[src/rtl/pkt_serializer.sv]
// pkt_serializer: USB TX packet serializer with SYNC prefix, built-in bit stuffing and counted EOP.
// The SYNC literal is transmitted left to right (0000000 then 1) so it ends in a 1 that feeds the stuff run.
module pkt_serializer #(
  parameter int MAX_BYTES = 11,
  parameter logic [7:0] SYNC = 8'b0000_0001,
  parameter int STUFF_RUN = 6,
  parameter int EOP_CYCLES = 2
) (
  input  logic                           clk,
  input  logic                           rst,
  input  logic                           pkt_valid,
  input  logic [$clog2(MAX_BYTES+1)-1:0] pkt_len,
  input  logic [8*MAX_BYTES-1:0]         pkt_data,
  output logic                           pkt_ready,
  output logic                           bit_valid,
  output logic                           bit_out,
  input  logic                           bit_ready,
  output logic                           stuffed,
  output logic                           eop,
  output logic                           done,
  output logic                           busy
);
  localparam int LW = $clog2(MAX_BYTES+1);
  localparam int BW = $clog2(8*MAX_BYTES+1);
  localparam int RW = $clog2(STUFF_RUN+1);
  localparam int EW = $clog2(EOP_CYCLES+1);
  typedef enum logic [1:0] {IDLE, SYNC_TX, DATA_TX, EOP_TX} state_t;
  state_t                 r_state;
  logic [8*MAX_BYTES-1:0] r_shift;
  logic [7:0]             r_sync;
  logic [2:0]             r_sync_left;
  logic [BW-1:0]          r_bits;
  logic [RW-1:0]          r_run;
  logic [EW-1:0]          r_eop_cnt;
  logic                   r_bit_valid, r_bit_out, r_stuffed, r_eop, r_done;
  logic [LW-1:0]          w_len;
  logic [RW-1:0]          w_run;
  assign w_len = (pkt_len > LW'(MAX_BYTES)) ? LW'(MAX_BYTES) : pkt_len;
  // run length including the bit being transferred now; a stuffed bit is a 0 and clears it
  assign w_run = r_bit_out ? r_run + 1'b1 : '0;
  always_ff @(posedge clk or posedge rst)
    if (rst) begin
      r_state     <= IDLE;
      r_shift     <= '0;
      r_sync      <= '0;
      r_sync_left <= '0;
      r_bits      <= '0;
      r_run       <= '0;
      r_eop_cnt   <= '0;
      r_bit_valid <= 1'b0;
      r_bit_out   <= 1'b0;
      r_stuffed   <= 1'b0;
      r_eop       <= 1'b0;
      r_done      <= 1'b0;
    end else begin
      r_done <= 1'b0;
      case (r_state)
        IDLE: if (pkt_valid) begin
          r_state     <= SYNC_TX;
          r_shift     <= pkt_data;
          r_bits      <= BW'({w_len, 3'b000});
          r_sync      <= {SYNC[6:0], 1'b0};
          r_sync_left <= 3'd7;
          r_run       <= '0;
          r_bit_out   <= SYNC[7];
          r_bit_valid <= 1'b1;
          r_stuffed   <= 1'b0;
        end
        SYNC_TX, DATA_TX: if (bit_ready) begin
          r_run     <= w_run;
          r_stuffed <= 1'b0;
          if (w_run == RW'(STUFF_RUN)) begin
            r_bit_out <= 1'b0;
            r_stuffed <= 1'b1;
          end else if (r_sync_left != 3'd0) begin
            r_bit_out   <= r_sync[7];
            r_sync      <= r_sync << 1;
            r_sync_left <= r_sync_left - 1'b1;
          end else if (r_bits != '0) begin
            r_state   <= DATA_TX;
            r_bit_out <= r_shift[0];
            r_shift   <= r_shift >> 1;
            r_bits    <= r_bits - 1'b1;
          end else begin
            r_state     <= EOP_TX;
            r_bit_valid <= 1'b0;
            r_bit_out   <= 1'b0;
            r_eop       <= 1'b1;
            r_eop_cnt   <= '0;
          end
        end
        EOP_TX: if (bit_ready) begin
          if (r_eop_cnt == EW'(EOP_CYCLES-1)) begin
            r_state <= IDLE;
            r_eop   <= 1'b0;
            r_done  <= 1'b1;
          end else
            r_eop_cnt <= r_eop_cnt + 1'b1;
        end
        default: r_state <= IDLE;
      endcase
    end
  assign pkt_ready = r_state == IDLE;
  assign busy      = r_state != IDLE;
  assign bit_valid = r_bit_valid;
  assign bit_out   = r_bit_out;
  assign stuffed   = r_stuffed;
  assign eop       = r_eop;
  assign done      = r_done;
endmodule

[config.mk]
export PLATFORM = sky130hd
export DESIGN_NAME = pkt_serializer
export DESIGN_NICKNAME = d
export VERILOG_FILES = /design/src/rtl/pkt_serializer.sv
export SDC_FILE = /design/constraint.sdc
export NUM_CORES = 1
export LEC_CHECK = 0
export CORE_UTILIZATION = 55
export CTS_CLUSTER_DIAMETER = 150
export CTS_CLUSTER_SIZE = 30
export DETAILED_ROUTE_END_ITERATION = 16
export PLACE_DENSITY = 0.83
export SYNTH_ARGS = -nofsm -noshare
export SYNTH_HDL_FRONTEND = slang
export SYNTH_SLANG_ARGS = --single-unit
[constraint.sdc]
create_clock -name clk -period 9 [get_ports clk]
set_clock_uncertainty 0.2 [all_clocks]
set_input_delay 1.8 -clock clk [delete_from_list [all_inputs] [get_ports clk]]
set_output_delay 1.8 -clock clk [all_outputs]
set_load 0.01 [all_outputs]
==> results.cfg <==
[drt]
top_layer_used = met4
vias = 4374
postRouteAntennaNets = 0
wl_um = 12300
wl_met3_um = 544
drt_pass1_iterations = 5
wl_met2_um = 6240
vias_per_cell = 5.61
drc = 0
met1_length_um = 5360
initialDrtViolationCount = 306
wl_per_cell_um = 15.7

[critical_path]
worstPathArrival_ns = 4.75
crit_required_ns = 9.20
end_kind = flop
cp_max_fo = 93
startpoint_type = primary input
worstSetupPathType = in -> reg

[die]
pin_count = 103
placementRows = 36
core_area_mm2 = 0.00995
die-area_mm2 = 0.0108
die_h_um = 104
die_w_um = 104
start_util_pct = 57.6

[placement]
postPlaceCellArea_mm2 = 0.00675
hpwl_um = 7910
io_buffers = 102
gp_congestion = 0.872

[power]
intPower_mw = 1.75
ir_worst_vdd_mv = 0.248
power_frac_seq_pct = 31.6
p_per_area_mw_per_mm2 = 379
power_leakage_nw = 3.22
clock_power_share_pct = 25.0
p_comb_share_pct = 43.4
power_switching_mw = 1.04
p_sw_share_pct = 37.2

[synthesis]
synth_edf_count = 0
syn_inst = 541
syn_avg_cell_area_um2 = 10.6
yosysWarnings = 0
ys.flop_type = dfrtp_1
synth-seq-cells = 117
ys_seq_area_share_pct = 51.1
synth_async_sr_flop_share_pct = 100
mappedNetlistArea_mm2 = 0.00573
synth_nets = 645
synth_cell_types = 49

[global_routing]
grt_pass1_wl_um = 20500
grt_usage_pct = 23.6
antenna_found_initial = 0
grt_max_degree = 94
grt-ovfl-total = 0
grt_pass1_vias = 4370

[clocking]
clock_path_buffers = 2
cts_hold_buf = 0
cts_sinks = 117
postCtsSetupRepairBufs = 0
cts_resized = 0
cts_tree = yes
cts-root-buf = clkbuf_8
cts_inserted_buffers = 17
htreeDepth = 4
clock_latency_ns = 0.51
cts.clk_slew.worst_paths_ns = 0.06

[layout]
antenna_cells = 0
drive_gt1_share_pct = 10.0
layout.nets = 739
fillers = 691
finalInstanceArea_mm2 = 0.00736
fin_util_pct = 74.0
area_growth_pct = 28.5

[flow_run]
max_cap_viol_count = 0

[timing]
hold_violations = 0
setup_tns_ns = 0
timing.final.setup_violations = 0
period_minus_slack_ns = 4.55
fmax_mhz = 220
slew_headroom_pct = 35.2
finalCritPeriodShare_pct = 50.6
drv_slew = 0
tightest_slew_ns = 0.964
rsz0062_at_grt = false

[hold_path]
hold_class = reg -> reg

[run_status]
outcome = finished, final reports clean
cells in the mapped netlist, drive strengths merged, types with 2 or more instances:
library cell	count	area share [%]
clkbuf	15	0.98
nand2b	3	0.41
o22ai	3	0.33
a21oi	92	9.3
o31ai	2	0.50
and3	3	0.33
a32o	2	0.35
ha	8	1.7
nand2	16	1.0
nor2	99	6.5
nand3	7	0.61
a311oi	2	0.31
inv	14	0.92
nor2b	2	0.22
buf	17	2.9
a22o	6	0.92
a21o	2	0.26
mux2i	92	16
o21ai	11	1.0
nor3	4	0.35
nand4	2	0.22
o211ai	2	0.50
a31oi	3	0.33
a22oi	3	0.39
dfrtp	117	51
worst max-delay path: stages:
cell,delay (ns)
clkdlybuf4s50_1,0.58
nand2b_2,0.21
o211ai_4,0.17
o31ai_4,0.31
buf_4,0.50
buf_4,0.75
nor2_1,0.08
a311oi_1,0.27
final timing paths:
kind | to | slack (ns) | from | depth (start not counted)
setup reg to reg | r_bits[5]$_DFFE_PP0P_ | 5.13 | r_state[1]$_DFFE_PP0P_ | 8
min in group asynchronous | r_shift[25]$_DFFE_PP0P_ | 1.56 | rst | 2
max in group asynchronous | r_shift[84]$_DFFE_PP0P_ | 5.80 | rst | 3
setup / recovery | r_bits[5]$_DFFE_PP0P_ | 4.45 | bit_ready | 8
hold / removal | r_sync_left[0]$_DFFE_PP0P_ | 0.27 | r_sync_left[0]$_DFFE_PP0P_ | 1
hold reg to reg | r_sync_left[0]$_DFFE_PP0P_ | 0.27 | r_sync_left[0]$_DFFE_PP0P_ | 1
sequential cells by signal, indices dropped and copies added (netlist names), 2 cells and up:
register,count
r_bits,7
r_shift,88
r_sync_left,3
r_eop_cnt,2
r_sync,7
r_run,3
r_state,2
power by group through the flow:
stage | combinational (mW) | clock (mW) | sequential, mW
after floorplan | 1.02 | 0 | 0.848
after global placement | 1.16 | 0 | 0.870
after detailed placement | 1.21 | 0 | 0.882
after CTS | 1.22 | 0.704 | 0.881
after global routing | 1.34 | 0.734 | 0.906
final | 1.21 | 0.698 | 0.882
placed cells by master (no fill, tap or decap), drive strengths merged, types with 2 or more instances in the layout:
cell	count
a21oi	92
buf	5
and3	3
dfrtp	117
a32o	2
nor2b	2
nand4	2
clkbuf	22
nand2b	3
o211ai	2
nor3	4
a311oi	2
o31ai	2
mux2i	92
a22oi	3
o21ai	11
inv	14
nand2	16
clkinv	3
o22ai	3
a22o	6
clkinvlp	2
nor2	99
clkdlybuf4s50	102
a21o	2
a31oi	3
nand3	7
ha	8
bufinv	4
kinds of logic (layout without fill, tap and decap cells):
group	after synthesis	count (layout)	share of synthesized area [%]
multiplexers	92	92	16.1
XOR/XNOR	1	1	0.153
AO/OA/AOI/OAI	135	135	15.4
AND/OR/NAND/NOR	142	142	10.8
adder cells (fa/ha/maj)	8	8	1.75
buffers and inverters	46	152	4.76
flip-flops	117	117	51.1
routing by layer:
layer	up-vias	global-route usage (%)
met3	10	5.01
met2	127	39.7
met1	2139	30.9
met5	-	0
met4	0	6.63
li1	2098	-
final cells by class:
type                       instances  area (um2)  share of cell area, %
clock buffer                      22         463                   6.29
clock inverter                     9         150                   2.04
timing repair buffer             107        1060                   14.4
inverter                          14        55.1                  0.748
sequential                       117        2930                   39.8
tap                              133         166                   2.26
multi-input combinational        378        2540                   34.5
per-stage QoR:
step / worst slack, ns / instances / hold WS, ns / power (mW)
floorplan: 3.90 / 541 / 0.251 / 1.87
detailed placement: 4.00 / 749 / 0.269 / 2.09
finish: 4.45 / 780 / 0.270 / 2.79
global placement: 4.12 / 749 / 0.262 / 2.02
global route: 4.26 / 780 / 0.306 / 2.98
CTS: 4.51 / 780 / 0.278 / 2.81
Power figures use the tool's default switching activity.
